--- config.mk ---
export PLATFORM = sky130hd
export DESIGN_NAME = dmac_ctrl_arbiter
export DESIGN_NICKNAME = d
export VERILOG_FILES = /design/src/rtl/dmac_ctrl_arbiter.sv
export SDC_FILE = /design/constraint.sdc
export NUM_CORES = 1
export LEC_CHECK = 0
export BUFFER_PORTS_ARGS = -buffer_cell sky130_fd_sc_hd__buf_2
export CAP_MARGIN = 20
export CELL_PAD_IN_SITES_DETAIL_PLACEMENT = 1
export CELL_PAD_IN_SITES_GLOBAL_PLACEMENT = 2
export CORE_MARGIN = 4
export CORE_UTILIZATION = 13
export CTS_CLUSTER_SIZE = 28
export DETAILED_ROUTE_END_ITERATION = 8
export HOLD_SLACK_MARGIN = 0.1
export PLACE_DENSITY_LB_ADDON = 0.1
export SKIP_LAST_GASP = 1
export SYNTH_ARGS = -nofsm -noshare
export SYNTH_HDL_FRONTEND = slang
export SYNTH_SLANG_ARGS = --single-unit
--- constraint.sdc ---
create_clock -name clk_i -period 2.5 [get_ports clk_i]
set_input_delay 0.125 -clock clk_i [delete_from_list [all_inputs] [get_ports clk_i]]
set_output_delay 0.125 -clock clk_i [all_outputs]
set_load 0.05 [all_outputs]
--- src/rtl/dmac_ctrl_arbiter.sv ---
// dmac_ctrl_arbiter: round-robin sharing of the mchan control port with in-order response routing
module dmac_ctrl_arbiter #(
    parameter int NB_REQ     = 4,
    parameter int ADDR_WIDTH = 32,
    parameter int DATA_WIDTH = 32,
    parameter int BE_WIDTH   = DATA_WIDTH/8,
    parameter int MAX_OUTSND = 4
) (
    input  logic                         clk_i,
    input  logic                         rst_i,
    input  logic [NB_REQ-1:0]            req_i,
    input  logic [NB_REQ*ADDR_WIDTH-1:0] add_i,
    input  logic [NB_REQ-1:0]            wen_i,
    input  logic [NB_REQ*BE_WIDTH-1:0]   be_i,
    input  logic [NB_REQ*DATA_WIDTH-1:0] wdata_i,
    output logic [NB_REQ-1:0]            gnt_o,
    output logic [NB_REQ-1:0]            r_valid_o,
    output logic [DATA_WIDTH-1:0]        r_rdata_o,
    output logic                         r_opc_o,
    output logic                         mst_req_o,
    output logic [ADDR_WIDTH-1:0]        mst_add_o,
    output logic                         mst_wen_o,
    output logic [BE_WIDTH-1:0]          mst_be_o,
    output logic [DATA_WIDTH-1:0]        mst_wdata_o,
    input  logic                         mst_gnt_i,
    input  logic                         mst_r_valid_i,
    input  logic [DATA_WIDTH-1:0]        mst_r_rdata_i,
    input  logic                         mst_r_opc_i,
    output logic                         busy_o,
    output logic                         err_o
);
    localparam int IW = $clog2(NB_REQ);
    localparam int PW = $clog2(MAX_OUTSND);
    typedef enum logic {IDLE, HOLD} state_t;
    state_t state_q, state_d;
    logic [IW-1:0] rr_ptr_q, rr_ptr_d, win_q, win_d, winner, rr_win, idx, head;
    logic [IW-1:0] fifo_q [MAX_OUTSND];
    logic [PW-1:0] wr_ptr_q, rd_ptr_q;
    logic [PW:0]   cnt_q;
    logic          err_q, locked, full, empty, hs, pop;
    assign locked    = (state_q == HOLD) && req_i[win_q];
    assign winner    = locked ? win_q : rr_win;
    assign full      = cnt_q == (PW+1)'(MAX_OUTSND);
    assign empty     = cnt_q == '0;
    assign mst_req_o = (|req_i) & ~full & ~rst_i;
    assign hs        = mst_req_o & mst_gnt_i;
    assign pop       = mst_r_valid_i & ~empty & ~rst_i;
    assign head      = fifo_q[rd_ptr_q];
    assign gnt_o     = hs ? NB_REQ'(1) << winner : '0;
    assign r_valid_o = pop ? NB_REQ'(1) << head : '0;
    assign r_rdata_o = mst_r_rdata_i;
    assign r_opc_o   = mst_r_opc_i;
    assign busy_o    = ~empty;
    assign err_o     = err_q;
    // first requester at or after the round-robin pointer, wrapping; lowest offset wins
    always_comb begin
        rr_win = rr_ptr_q;
        idx = '0;
        for (int i = NB_REQ-1; i >= 0; i--) begin
            idx = IW'((int'(rr_ptr_q) + i) % NB_REQ);
            if (req_i[idx]) rr_win = idx;
        end
    end
    // route the winner's request fields to the target port
    always_comb begin
        mst_add_o = '0;
        mst_wen_o = 1'b0;
        mst_be_o = '0;
        mst_wdata_o = '0;
        for (int p = 0; p < NB_REQ; p++) begin
            if (winner == IW'(p)) begin
                mst_add_o = add_i[p*ADDR_WIDTH +: ADDR_WIDTH];
                mst_wen_o = wen_i[p];
                mst_be_o = be_i[p*BE_WIDTH +: BE_WIDTH];
                mst_wdata_o = wdata_i[p*DATA_WIDTH +: DATA_WIDTH];
            end
        end
    end
    // lock FSM: hold the winner while the target stalls, release on handshake or dropped request
    always_comb begin
        state_d = IDLE;
        win_d = win_q;
        rr_ptr_d = rr_ptr_q;
        if (hs) begin
            rr_ptr_d = (winner == IW'(NB_REQ-1)) ? '0 : winner + IW'(1);
        end else if (mst_req_o) begin
            state_d = HOLD;
            win_d = winner;
        end
    end
    // lock state, round-robin pointer, outstanding-ID FIFO and sticky orphan-response error
    always_ff @(posedge clk_i) begin
        if (rst_i) begin
            state_q <= IDLE;
            win_q <= '0;
            rr_ptr_q <= '0;
            wr_ptr_q <= '0;
            rd_ptr_q <= '0;
            cnt_q <= '0;
            err_q <= 1'b0;
        end else begin
            state_q <= state_d;
            win_q <= win_d;
            rr_ptr_q <= rr_ptr_d;
            if (hs) begin
                fifo_q[wr_ptr_q] <= winner;
                wr_ptr_q <= wr_ptr_q + PW'(1);
            end
            if (pop) rd_ptr_q <= rd_ptr_q + PW'(1);
            cnt_q <= cnt_q + (PW+1)'(hs) - (PW+1)'(pop);
            if (mst_r_valid_i && empty) err_q <= 1'b1;
        end
    end
endmodule

== Word level (Yosys, flattened, before mapping) ==
Memories as Yosys holds them, arrays and structs flattened. A register that Yosys moved wholly into a read port is not among the register bits.
Index checks and enable logic that the tools add are counted.
Widths: inputs -> output; s select.
Cells by class
  add/subtract/negate cells: 8
  magnitude comparators: 5
  eq/ne operators: 4
  shift operators: 2
  multiplexer cells: 40
  bitwise logic cells: 9
  reduce and logical (&&, ||, !) cells: 7
Operators by type and width (count)
  $mux 32: 8
  $mux 4: 6
  $mux 2: 8
  $lt 2x3->1 const B: 5
  $mux 1: 13
  $bmux 1 s2: 5
  $add 2x1->2 const B: 4
  $shl 1x2->4 const A: 2
  $and 1x1->1: 5
  $add 2x2->2 const B: 2
  $eq 2x2->1 const B: 2
  $not 1->1: 4
  $reduce_or 4->1: 1
  $add 3x1->3: 1
  $eq 3x3->1 const B: 1
  $logic_not 3->1: 1
  $sub 3x1->3: 1
  $eq 2x1->1 const B: 1
  $logic_and 1x1->1: 2
  $logic_not 2->1: 1
  $reduce_and 2->1: 1
  $reduce_or 2->1: 1
Storage, ports and cells
  bits in registers: 13
  memory bits (writable): 8
  input port bits: 317
  word-level logic and storage cells: 83
  memories: 1
Memories
  fifo_q: words 4, bits a word 2, rd ports 1, clocked after memory_dff 1, write ports 1, RTL line 37  | logic [IW-1:0] fifo_q [MAX_OUTSND];

== Longest topological paths before layout ==
Gate-level depths: netlist of run 1.
  word-level depth: 13
  mapped depth: 12
  mapped depth without buffers: 10

== Worst setup path before layout of run 1 ==
No wires, ideal clock.
  path type: flip-flop to output port
  start point: register win_q[1]
  end point: output mst_wdata_o[10]
  arrival: 3.193 ns
  required time: 2.375 ns
  path slack: -0.818 ns
  stages on the path, launching flop included: 12
  path buffers: 2
  cells stage by stage: dfxtp_1 -> mux2i_1 -> and2b_2 -> a31o_2 -> and2_1 -> ha_1 -> buf_2 -> clkbuf_1 -> nand3b_1 -> a21oi_1 -> a21oi_1 -> o21ai_0
Between the ends
  longest elaborated chain between the ends: 9
Ends and longest elaborated chain
  start, declared: RTL line 36  | logic [IW-1:0] rr_ptr_q, rr_ptr_d, win_q, win_d, winner, rr_win, idx, head;
  start signal, assigned: RTL line 103  | win_q <= win_d;
  $bmux 1 s2 *: RTL line 41  | assign locked = (state_q == HOLD) && req_i[win_q];
  $mux 1 (implied by the code) *: RTL line 41
  $logic_and 1x1->1 *: RTL line 41
  $mux 2 *: RTL line 42  | assign winner = locked ? win_q : rr_win;
  via winner[0]: RTL line 36
  $logic_not 2->1: RTL line 71  | if (winner == IW'(p)) begin
  $mux 32 (3 in a row): RTL line 71
  $mux 32 *: RTL line 71
  end, declared: RTL line 24  | output logic [DATA_WIDTH-1:0] mst_wdata_o,
Mark *: on every way through the listed nets, which the timed path passes. The rest lies on a longest branch. The select of a mux whose other input is x is not followed.

== Final worst setup path of run 1 ==
  start point: register win_q[1]
  end point: output mst_add_o[3]
Between the ends
  longest elaborated chain between the ends: 9
Ends and longest elaborated chain
  $bmux 1 s2 *: RTL line 41
  $mux 1 (implied by the code) *: RTL line 41
  $logic_and 1x1->1 *: RTL line 41
  $mux 2 *: RTL line 42
  via winner[0]: RTL line 36
  $logic_not 2->1: RTL line 71
  $mux 32 (3 in a row): RTL line 71
  $mux 32 *: RTL line 71
  end, declared: RTL line 21  | output logic [ADDR_WIDTH-1:0] mst_add_o,
Marks and branches as above.

==> results.md, run 1 <==
- The largest net degree at the start of global routing is 37.
- The cell count after placement is approximately 1400.
- The area of the die is around 0.033 mm^2.
- The portion of total power attributed to sequential cells is ~7.5%.
- The post-synthesis to final-layout area growth is 145%.
- The detailed-routing iteration count for the pre-antenna-repair pass is 4.
- The number of levels in the clock H-tree is 1.
- Between clock sinks in the finished design, the worst skew comes to a little over 0.009 ns.
- The ratio of routed vias to standard cells is about 4.2.
- The warning count from the yosys run is 0.
- The average detailed-routed wire length per instance is roughly 19 um.
- The count of nets after finishing is ~1400.
- TritonCTS built the clock tree.
- The detailed router put a total of roughly 10000 um of wire on met1.
- The sum of overflow across all layers after global routing is 0.
- The first global-routing pass estimated about 37000 um of wire.
- The clock passes through at most 2 buffers.
- The congestion estimate from routability-driven global placement came to ~0.77.
- After clock tree synthesis, the clock-pin slew on the worst setup and hold paths is 0.07 ns.
- In the post-synthesis netlist, the cell with the most instances is sky130_fd_sc_hd__nand2_1.
- The end of the critical path is mst_add_o[3].
- Ranked by instance count, the synthesized netlist is headed by sky130_fd_sc_hd__nand2_1 (137), sky130_fd_sc_hd__a21oi_1 (133), sky130_fd_sc_hd__nand3b_1 (65), sky130_fd_sc_hd__o21ai_0 (65), sky130_fd_sc_hd__clkbuf_1 (39).
- In the synthesized netlist the dominant register cell turns out to be sky130_fd_sc_hd__dfxtp_1.
- After detailed routing, the met2 layer carries 14700 um of wire.
- After synthesis, flip-flops and latches occupy approximately 14% of the total area.
- The layout cell share with drive strength beyond 1 is 71.8%.
- The highest routing layer actually used is met4.
- The clock insertion delay at the later pin of the skew report is 0.26 ns.
- The leakage power is around 3.9 nW.
- In this run the power spent charging and discharging nets is 3.31 mW.
- The floorplan has 62 rows.
- The final hold slack is around 0.11 ns.
- The initial antenna violation count is 3.
- The root buffer selected by CTS is sky130_fd_sc_hd__clkbuf_16.
- The die extent in x is 181 um.
- The HPWL after detailed placement is 20600 um.
- The total number of vias is ~6000.
- The proportion of register bits with asynchronous set or reset after synthesis is 0%.
- The max-cap violation count is 0.
- The number of sinks handled by clock tree synthesis is 23.
- The count of flip-flops with a built-in enable after synthesis is 8.
- The total power divided by cell area is slightly below 700 mW/mm^2.
- The post-route antenna net violation count is 0.
- The number of global-route vias before repair is ~6300.
- IR analysis of the VDD net gives a maximum drop of 0.000323 V.
- After synthesis, the mean cell area works out to 6.32 um^2.
- The flip-flop and latch count after synthesis is 23.
- The initial utilization of the core area, before any placement, comes to 13.3%.
- The first routing iteration left 107 violations.
- The biggest fanout along the worst timing path is 8.
- Setup slack on the critical path of the routed design comes to -0.331 ns.
- Combinational logic burns between 80 and 90% of the power.
- By instance count, the cell type seen most on the critical path is sky130_fd_sc_hd__a21oi_2.
- The number of hold-slack violations in the final timing report is 0.
- The cell count after synthesis is 613.
- The total area of multi-input combinational cells is 0.00430 mm^2.
- Sorting the synthesized cells by area gives the leading types as sky130_fd_sc_hd__a21oi_1 (17%), sky130_fd_sc_hd__nand2_1 (13%), sky130_fd_sc_hd__nand3b_1 (13%).
- The die height is between 150 and 200 um.
- Setup repair after global routing could not meet its margin everywhere.
- In this run, CTS created clock tree buffers numbering 3.
- The top achievable clock speed is between 0.3 and 0.4 GHz.
- Setup slack on the worst reg-to-reg path comes out at 0.39 ns.
- The post-layout minimum cycle time is between 2 and 3 ns.
- The path type of the worst min-delay path is input pin to flip-flop.
- The final critical path takes up 113% of the cycle.
- The net count after synthesis is around 940.
- The amount of wire on met3 after detailed routing is around 1700 um.
- The final wirelength is between 20000 and 30000 um.
- The arrival time at the worst endpoint is about 2.7 ns.
- The worst register-to-register path ends at cnt_q[2].
- The internal power of the cells is between 3 and 4 mW.
- The post-route non-filler standard cell count is between 1000 and 1500.
- Counting cells, the worst reg-to-reg path comes to 9.
- The DRC violations left is 0.
- The cell taking the most area after synthesis is sky130_fd_sc_hd__a21oi_1.
- The area used by sequential logic in the layout is 549 um^2.
- The worst setup path is of the flip-flop to primary output kind.
- The run finished, with violations left.
- The synthesized area is 0.00387 mm^2.
- For this run, the slowest stage of the critical path takes approximately 0.37 ns.
- In this run switching power makes up around 51% of total power.
- The startpoint identified for the worst register-to-register timing path is cnt_q[1].
- The origin of the worst setup path is win_q[1].
- The count of buffers from port buffering is 363.
- The number of distinct library cells after synthesis is between 40 and 50.
- The worst-margin pin slew is 0.426 ns.
- Global routing used 14.1% of the available tracks across all layers.
- 430 I/O pins were placed.
- The final reports fail on setup timing.
- The pre-CTS setup slack is -0.416 ns.
- The final max-slew violation count is 0.
- In this run, the clock network consumes 5.4% of the power.
- The region available for standard cell placement spans ~0.029 mm^2.
- The worst setup path is captured at a primary output.
- The worst-case headroom to the max-slew limit is 71.4%.
- The proportion of netlist area held by the largest area contributor is around 17%.
- On the critical path, the stage with the largest delay is an instance of sky130_fd_sc_hd__dfxtp_4.
- The critical path goes through mux2i_2, and2b_2, a31o_4, and2_4, ha_4, buf_12, buf_4, nand3b_1, a21oi_2, a21oi_2, o21ai_4, buf_6.
- The count of endpoints failing setup in the final report is 71.
- The number of fill cells is 3460.
- The required time reported for the critical path endpoint is between 2 and 2.5 ns.
- The worst setup path is launched from a flip-flop.
==> cells in the final DEF, fill, tap and decap left out, types with 2 or more instances in the layout <==
cell type and instances:
sky130_fd_sc_hd__buf_16 3, sky130_fd_sc_hd__edfxtp_1 8, sky130_fd_sc_hd__mux2i_2 2, sky130_fd_sc_hd__buf_6 60, sky130_fd_sc_hd__and2_4 2, sky130_fd_sc_hd__dfxtp_4 2
sky130_fd_sc_hd__nor2b_4 2, sky130_fd_sc_hd__dfxtp_1 12, sky130_fd_sc_hd__nor2_1 11, sky130_fd_sc_hd__a31oi_1 2, sky130_fd_sc_hd__nor3_1 2, sky130_fd_sc_hd__diode_2 4
sky130_fd_sc_hd__nor2b_1 7, sky130_fd_sc_hd__nand2_1 132, sky130_fd_sc_hd__ha_4 4, sky130_fd_sc_hd__inv_1 7, sky130_fd_sc_hd__o21ai_4 65, sky130_fd_sc_hd__buf_8 19
sky130_fd_sc_hd__clkbuf_16 13, sky130_fd_sc_hd__buf_2 291, sky130_fd_sc_hd__ha_1 6, sky130_fd_sc_hd__mux4_2 2, sky130_fd_sc_hd__xnor2_1 4, sky130_fd_sc_hd__nor4_4 2
sky130_fd_sc_hd__nand3b_1 65, sky130_fd_sc_hd__o31ai_4 4, sky130_fd_sc_hd__nand2_2 5, sky130_fd_sc_hd__buf_12 33, sky130_fd_sc_hd__a21oi_2 124, sky130_fd_sc_hd__mux2i_1 2
sky130_fd_sc_hd__buf_4 78, sky130_fd_sc_hd__a221oi_4 3, sky130_fd_sc_hd__a21oi_1 9, sky130_fd_sc_hd__and2_1 7
==> state kept, by name (all words and copies together), names as in the netlist, named ones only <==
signal    cells
fifo_q        8
cnt_q         3
rd_ptr_q      2
rr_ptr_q      2
win_q         2
wr_ptr_q      2
err_o         1
state_q       1
==> critical path, delay by kind of cell (launching register included) <==
family | cells | cell delay (ns)
compound gates | 4 | 0.57
fa+ha+maj | 1 | 0.20
buf+inv | 3 | 0.48
flops | 1 | 0.37
mux | 1 | 0.22
simple gates | 3 | 0.60
==> power by group through the flow <==
stage,Sequential (mW),Clock (mW),Combinational [mW]
2_1_floorplan,0.499,0,3.12
3_3_place_gp,0.491,0,4.54
3_5_place_dp,0.491,0,4.54
4_1_cts,0.484,0.363,5.24
5_1_grt,0.492,0.383,5.97
6_report,0.484,0.350,5.64
==> per-layer routing <==
metal / vias to the layer above / GRT usage (%)
met5: - / 0
met2: 238 / 27.4
li1: 2942 / -
met4: 0 / 2.33
met1: 2794 / 15.7
met3: 22 / 3.55
==> logic make-up after synthesis <==
group	share of synthesized area (%)
compound gates	30.6
xor+xnor	1.13
fa+ha+maj	3.75
buf+inv	12.8
flops	14.0
mux	2.75
simple gates	35.0
==> area by class of cell <==
cell class | count | share of cell area, %
repair buffers | 495 | 42.5
inverters | 7 | 0.277
multi-input cells | 495 | 45.4
clock inverters | 1 | 0.0528
diodes | 4 | 0.106
flip-flops and latches | 23 | 5.80
well taps | 384 | 5.07
clock buffers | 3 | 0.792
==> what timing repair did <==
action | CTS | global route
hold buffers | 0 | 0
cloned | 1 | 12
buffers inserted | 9 | 15
resized for setup | 207 | 114
setup endpoints to repair | 72 | 73
pin swaps | 33 | 47
==> worst min-delay path by stage <==
stage	start	to	slack, ns	cells after the start
2_1_floorplan	mst_gnt_i	state_q	0.21	1
3_3_place_gp	mst_r_rdata_i[10]	r_rdata_o[10]	0.25	0
3_5_place_dp	mst_r_rdata_i[10]	r_rdata_o[10]	0.25	0
4_1_cts	mst_gnt_i	state_q	0.11	2
5_1_grt	mst_gnt_i	state_q	0.11	2
6_report	mst_gnt_i	state_q	0.11	2
==> per-stage QoR <==
stage / utilization, % / setup TNS (ns) / area (um^2) / power (mW)
after detailed placement: 26.4 / -21.83 / 7670 / 5.03
after CTS: 29.6 / -20.93 / 8590 / 6.09
after global routing: 32.6 / -28.12 / 9470 / 6.84
final: 32.7 / -19.42 / 9470 / 6.48
after global placement: 26.4 / -19.35 / 7670 / 5.03
after floorplan: - / -0.00310 / 4740 / 3.62
No activity file was read; power rests on OpenSTA's default activity.
==> run 2, diff against run 1 <==
--- a/config.mk
+++ b/config.mk
@@ -14,7 +14,7 @@
 export CTS_CLUSTER_SIZE = 28
 export DETAILED_ROUTE_END_ITERATION = 8
 export HOLD_SLACK_MARGIN = 0.1
-export PLACE_DENSITY_LB_ADDON = 0.1
+export PLACE_DENSITY = 0.79
 export SKIP_LAST_GASP = 1
 export SYNTH_ARGS = -nofsm -noshare
 export SYNTH_HDL_FRONTEND = slang
==> run 2 against run 1 <==
Effect of this change:
- the flow still finishes with violations (setup timing)
- sequential share of layout area up 0.20 points
- via count down 0.20%
- critical path type unchanged
- highest routed layer is now met5
- clock-buffer cell count unchanged
- hold slack better by 0.0039 ns
- core utilization down 1.2 points
- critical endpoint is now mst_wdata_o[23]
- die area unchanged
- final cell count down 1.5%
- final area down 3.6%
- clock skew down 0.0014 ns
- maximum frequency down 4.9%
- register-to-register slack worse by 0.07 ns
- wire length down 6.9%
==> results.md, run 2 (synthesis gave the netlist of run 1 again) <==
- The CTS tree is yes.
- The top-level I/O count was 430 (unchanged).
- The number of buffers added by the clock tree synthesis step was 3 (unchanged).
- The global-route usage over all layers is 14.2% (+0.072 points).
- The maximum clock path buffer count is 2 (unchanged).
- The count of endpoints failing setup in the final report was 72 (+1.4%).
- The largest net degree at the start of global routing was 25 (-32%).
- The count of nets after finishing is 1336 (-1.3%).
- The area used by sequential logic in the layout is 548 um^2 (-0.23%).
- The detailed placement HPWL is 18600 um (-9.5%).
- The critical path class is flip-flop to primary output.
- The number of hold-slack violations in the final timing report is 0 (unchanged).
- The path type of the worst min-delay path is input pin to flip-flop.
- The maximum clock skew at final layout is 0.00792 ns (-0.00138 ns).
- The layout cell share with drive strength beyond 1 is 69.9% (-1.9 points).
- The flip-flop count of the largest register after layout is 8 (unchanged).
- The smallest setup slack after layout is -0.478 ns (-0.147 ns).
- In the layout the commonest cells are sky130_fd_sc_hd__buf_2 (290), sky130_fd_sc_hd__nand2_1 (136), sky130_fd_sc_hd__a21oi_2 (117).
- The starting density of the core was 13.3% (unchanged).
- The ratio of routed vias to standard cells was 4.30 (+1.3%).
- The total number of vias is 5984 (-0.20%).
- The post-route antenna net violation count is 0 (unchanged).
- The core area is 0.0290 mm^2 (unchanged).
- The row count came to 62 (unchanged).
- The portion of the clock cycle consumed by the worst path in the final layout is 119% (+5.9 points).
- The number of levels in the clock H-tree is 1 (unchanged).
- The most prevalent standard cell on the critical path is sky130_fd_sc_hd__buf_12.
- The number of violations reported at the end of detailed-routing iteration 0 is 151 (+41%).
- The detailed-routing iteration count for the pre-antenna-repair pass was 4 (unchanged).
- Walking the worst path, the cells encountered are and3b_1, a2111oi_4, or2_1, mux2i_2, buf_4, ha_4, buf_12, buf_12, buf_12, nand3b_1, a21oi_2, a21oi_1, o21ai_4, buf_6.
- The die height was 181 um (unchanged).
- The clock transition at the registers of the reported paths is 0.07 ns (about the same).
- The leakage power is 3.77 nW (-3.5%).
- The final design utilization is 31.5% (-1.2 points).
- The final max-slew violation count is 0 (unchanged).
- The number of sinks handled by clock tree synthesis is 23 (unchanged).
- The worst-case headroom to the max-slew limit is 70.7% (-0.66 points).
- From synthesis to final layout, the design area changed by 136%.
- The worst-margin pin slew is 0.435 ns (+0.00968 ns).
- The wire length of the first global-routing pass is 37500 um (+1.9%).
- The initial antenna violation count is 2 (-1).
- Setup repair after global routing could not meet its margin everywhere.
- The register with the most flip-flops is fifo_q.
- STA classifies the critical path endpoint as a primary output.
- The clock insertion delay at the later pin of the skew report was 0.26 ns (about the same).
- The final reports fail on setup timing.
- The total power divided by cell area was 692 mW/mm^2 (+1.2%).
- The final wirelength was 25100 um (-6.9%).
- The die extent in x is 181 um (unchanged).
- The count of buffers from port buffering is 363 (unchanged).
- The root buffer selected by CTS is sky130_fd_sc_hd__clkbuf_16.
- The slowest stage cell on the critical path is sky130_fd_sc_hd__dfxtp_4.
- The flow ran to the end, but the final reports show violations.
- The average detailed-routed wire length per instance is 18.1 um (-5.5%).
- The final hold slack is 0.116 ns (+0.00385 ns).
- The max-cap violation count is 0 (unchanged).
- The total area of multi-input combinational cells came to 0.00424 mm^2 (-1.3%).
- The most common cell after layout, fill and taps aside is sky130_fd_sc_hd__buf_2.
- The number of diodes added for antenna fixing is 0 (-4).
- The worst setup path is launched from a flip-flop.
- The largest stage delay on the critical path came to 0.36 ns (about the same).
- The number of fill cells is 3495 (+1.0%).
- The largest voltage drop on the vdd net came to 0.000330 V (+2.3%).
- The area of the die was 0.0326 mm^2 (unchanged).
- The biggest fanout along the worst timing path is 16 (+8).
- The arrival time at the worst endpoint is 2.85 ns (+0.14 ns).
- The global placement routability congestion was 0.861 (+12%).
- The sum of overflow across all layers after global routing is 0 (unchanged).
- The number of global-route vias before repair is 6535 (+3.7%).
- The DRC violations left is 0 (unchanged).
- The post-layout minimum cycle time came to 2.98 ns (+0.147 ns).
- The total of hold buffers inserted after clock tree synthesis came to 0 (unchanged).
- In the final layout, the registers with the most flip-flops are fifo_q x8, cnt_q x3.
- The pre-CTS setup slack is -0.422 ns (-0.00551 ns).
- The top achievable clock speed is 0.336 GHz (-4.9%).
- The required time reported for the critical path endpoint is 2.38 ns (about the same).
[run 2: cell count changes in the layout (fill, tap and decap cells not counted), sizes merged]
cell,before,now
buf,484,476
clkbuf,13,4
diode,4,0
[run 2: cell type report]
type	count	share of cell area [%]
multi-input combinational	495	46.4
timing repair buffer	478	41.1
sequential	23	6.00
tap	384	5.26
clock buffer	3	0.822
inverter	7	0.288
clock inverter	1	0.0548
[run 2: worst paths after layout]
check	slack (ns)	endpoint	depth (start not counted)	startpoint
worst max-delay path	-0.48	mst_wdata_o[23]	14	rr_ptr_q[1]
worst min-delay path	0.12	state_q	2	mst_gnt_i
worst max register to register	0.32	cnt_q[2]	9	cnt_q[1]
worst min register to register	0.48	err_o	2	err_o
[run 2: stage by stage]
| stage | instance area, um^2 | power [mW] | setup TNS (ns) | instances |
|---|---|---|---|---|
| final | 9140 | 6.33 | -27.16 | 1391 |
| after global placement | 7430 | 4.72 | -15.18 | 1356 |
| after floorplan | 4740 | 3.62 | -0.00310 | 613 |
| after detailed placement | 7430 | 4.76 | -19.52 | 1356 |
| after global routing | 9140 | 6.67 | -34.97 | 1391 |
| after CTS | 8910 | 6.20 | -23.38 | 1381 |
[run 2: report_power, final]
group	switching, mW	internal, mW	leakage [nW]	total (mW)
logic	3.11	2.38	3.54	5.49
registers	0.0476	0.438	0.198	0.485
clock network	0.137	0.215	0.0409	0.352
total	3.29	3.03	3.77	6.33
[run 2: metal layers]
layer	track usage (%)	share of wire (%)	vias to the layer above
met4	2.18	1.2	4
li1	-	-	2900
met1	16.5	39	2838
met2	27.4	54	210
met3	2.64	6.0	32
met5	0	0.084	-
[run 2: worst max-delay path: cells and delay by family, from the launching register on]
family | cells | cell delay [ns]
AO/OA/AOI/OAI | 4 | 0.62
buffers and inverters | 5 | 0.72
AND/OR/NAND/NOR | 3 | 0.58
flip-flops | 1 | 0.36
multiplexers | 1 | 0.10
adder cells (fa/ha/maj) | 1 | 0.18
[run 2: what timing repair did]
item	in CTS	in global routing
setup endpoints to repair	73	73
pin swaps	78	13
gates resized for setup	291	36
gates cloned	8	1
setup buffers	16	10
==> run 3, diff against run 2 <==
==> constraint.sdc (replaced) <==
create_clock -name clk_i -period 2.5 [get_ports clk_i]
set_input_delay 0.5 -clock clk_i [delete_from_list [all_inputs] [get_ports clk_i]]
set_output_delay 0.5 -clock clk_i [all_outputs]
set_load 0.05 [all_outputs]
==> run 3 against run 2 <==
Effect of this change:
- the flow still finishes with violations (setup timing)
- critical path depth down 2
- non-clock buffer count shrank 12
- sequential share of layout area is 0.17 points higher
- clock power decreased by 1%
- clock-buffer cell count did not move
- hold slack improved by 0.37 ns
- critical endpoint is now mst_be_o[0]
- largest cell class unchanged
==> results.md, run 3 (synthesis gave the netlist of run 1 again) <==
- The biggest fanout along the worst timing path is 13 (-3).
- The wire length of the first global-routing pass was 35400 um (-5.6%).
- The number of diodes added for antenna fixing is 0 (unchanged).
- The number of sinks handled by clock tree synthesis is 23 (unchanged).
- The largest net degree at the start of global routing is 45 (+80%).
- STA classifies the critical path startpoint as a flip-flop.
- The final wirelength came to 23100 um (-8.3%).
- Setup repair after global routing could not meet its margin everywhere.
- The starting density of the core is 13.3% (unchanged).
- The clock transition at the registers of the reported paths was 0.06 ns (about the same).
- The layout cell share with drive strength beyond 1 is 69.6% (-0.26 points).
- The worst-case headroom to the max-slew limit was 69.4% (-1.4 points).
- The number of global-route vias before repair is 6493 (-0.64%).
- Traced cell by cell, the critical path runs through mux2i_2, and2b_2, a31o_4, and2_4, ha_4, buf_12, buf_6, nand3b_1, a21oi_2, a21oi_2, o21ai_4, buf_6.
- The portion of the clock cycle consumed by the worst path in the final layout was 128% (+8.7 points).
- The sum of negative setup slack came to -43.90 ns (-16.75 ns).
- Clock tree synthesis selected as its root buffer the cell sky130_fd_sc_hd__clkbuf_16.
- The type of destination of the critical path is a primary output.
- The required time reported for the critical path endpoint is 2.00 ns (-0.38 ns).
- The count of endpoints failing setup in the final report came to 73 (+1.4%).
- The count of nets after finishing was 1324 (-0.90%).
- The row count came to 62 (unchanged).
- The die extent in x is 181 um (unchanged).
- The cell count after placement is 1358 (+0.15%).
- The core area was 0.0290 mm^2 (unchanged).
- The maximum clock skew at final layout was 0.00601 ns (-0.00190 ns).
- In the final layout, the registers with the most flip-flops are fifo_q x8, cnt_q x3.
- The number of violations reported at the end of detailed-routing iteration 0 is 121 (-20%).
- The total number of vias is 5868 (-1.9%).
- The max-cap violation count is 0 (unchanged).
- The pre-CTS setup slack is -1.01 ns (-0.584 ns).
- The checks that failed: setup timing.
- The maximum clock path buffer count is 2 (unchanged).
- The most common cell after layout, fill and taps aside is sky130_fd_sc_hd__buf_2.
- The post-route non-filler standard cell count is 1379 (-0.86%).
- The detailed-routing iteration count for the pre-antenna-repair pass is 4 (unchanged).
- The worst-margin pin slew is 0.456 ns (+0.0205 ns).
- The largest stage delay on the critical path is 0.37 ns (about the same).
- The sum of overflow across all layers after global routing was 0 (unchanged).
- The arrival time at the worst endpoint came to 2.70 ns (-0.15 ns).
- The final design instance area without fill is 0.00891 mm^2 (-2.5%).
- The number of hold-slack violations in the final timing report was 0 (unchanged).
- The flip-flop count of the largest register after layout is 8 (unchanged).
- The post-route total power is 6.08 mW (-3.8%).
- The global placement routability congestion is 0.814 (-5.5%).
- The number of buffers added by the clock tree synthesis step is 3 (unchanged).
- The top cell types in the final layout, fill and taps aside, are sky130_fd_sc_hd__buf_2 (286), sky130_fd_sc_hd__nand2_1 (134), sky130_fd_sc_hd__a21oi_2 (106).
- The final hold slack came to 0.481 ns (+0.365 ns).
- TritonCTS built the clock tree.
- The DRC violations left is 0 (unchanged).
- The ratio of routed vias to standard cells is 4.26 (-1.1%).
- The critical path class is flip-flop to primary output.
- The cell area after placement was 0.00778 mm^2 (+4.8%).
- The slowest stage cell on the critical path is sky130_fd_sc_hd__dfxtp_4.
- The leakage power is 3.68 nW (-2.5%).
- The top-level I/O count is 430 (unchanged).
- The number of levels in the clock H-tree is 1 (unchanged).
- The total power divided by cell area is 683 mW/mm^2 (-1.4%).
- The post-route antenna net violation count came to 0 (unchanged).
- The clock insertion delay at the later pin of the skew report came to 0.26 ns (about the same).
- The register with the most flip-flops is fifo_q.
- The final design utilization is 30.7% (-0.79 points).
- The smallest setup slack after layout is -0.696 ns (-0.218 ns).
- The detailed placement HPWL is 19000 um (+1.8%).
- The count of buffers from port buffering is 363 (unchanged).
- The tightest min-delay check is of the input pin to flip-flop type.
- The top achievable clock speed was 0.313 GHz (-6.8%).
- The final max-slew violation count is 0 (unchanged).
- The average detailed-routed wire length per instance was 16.7 um (-7.5%).
- The initial antenna violation count was 2 (unchanged).
- The run finished, with violations left.
- From synthesis to final layout, the design area changed by 130%.
- The global-route usage over all layers is 13.2% (-0.96 points).
- The largest voltage drop on the vdd net is 0.000269 V (-19%).
- The post-layout minimum cycle time is 3.20 ns (+0.218 ns).
- The area of the die is 0.0326 mm^2 (unchanged).
- The die height is 181 um (unchanged).
-- run 3: power by group --
part | leakage, nW | internal (mW) | total [mW] | switching, mW
combinational | 3.44 | 2.26 | 5.25 | 2.99
clock | 0.0409 | 0.215 | 0.347 | 0.132
sequential | 0.199 | 0.438 | 0.487 | 0.0485
total | 3.68 | 2.91 | 6.08 | 3.17
-- run 3: final timing paths --
path                                 from     endpoint  slack, ns  cells past startpoint
worst max register to register   cnt_q[1]     cnt_q[2]       0.35                      9
worst min register to register      err_o        err_o       0.50                      2
worst max-delay path             win_q[1]  mst_be_o[0]      -0.70                     12
worst min-delay path            mst_gnt_i      state_q       0.48                      2
-- run 3: layout make-up --
cell class	instances	area, um^2
inverter	7	26.3
clock buffer	3	75.1
timing repair buffer	466	3520
tap	384	480
multi-input combinational	495	4250
sequential	23	549
fill	3507	20100
clock inverter	1	5.00
-- run 3: routing by layer --
metal  up-vias  global-route usage, %  routed length [um]
li1       2881                      -                   -
met1      2736                   15.4                9180
met2       225                   25.7               12200
met3        24                   2.48                1450
met4         2                   1.60                 219
met5         -                      0                  20
-- run 3: repair_timing --
action	in CTS	in global routing
resized for setup	222	28
hold buffers	0	0
gates cloned	2	0
setup buffers	14	3
pin swaps	28	24
endpoints found under the setup margin	73	73
-- run 3: worst max-delay path, delay by kind of cell (launching register included) --
family	cells	cell delay [ns]
multiplexers	1	0.21
buffers and inverters	3	0.46
AND/OR/NAND/NOR	3	0.59
flip-flops	1	0.37
AO/OA/AOI/OAI	4	0.61
adder cells (fa/ha/maj)	1	0.17
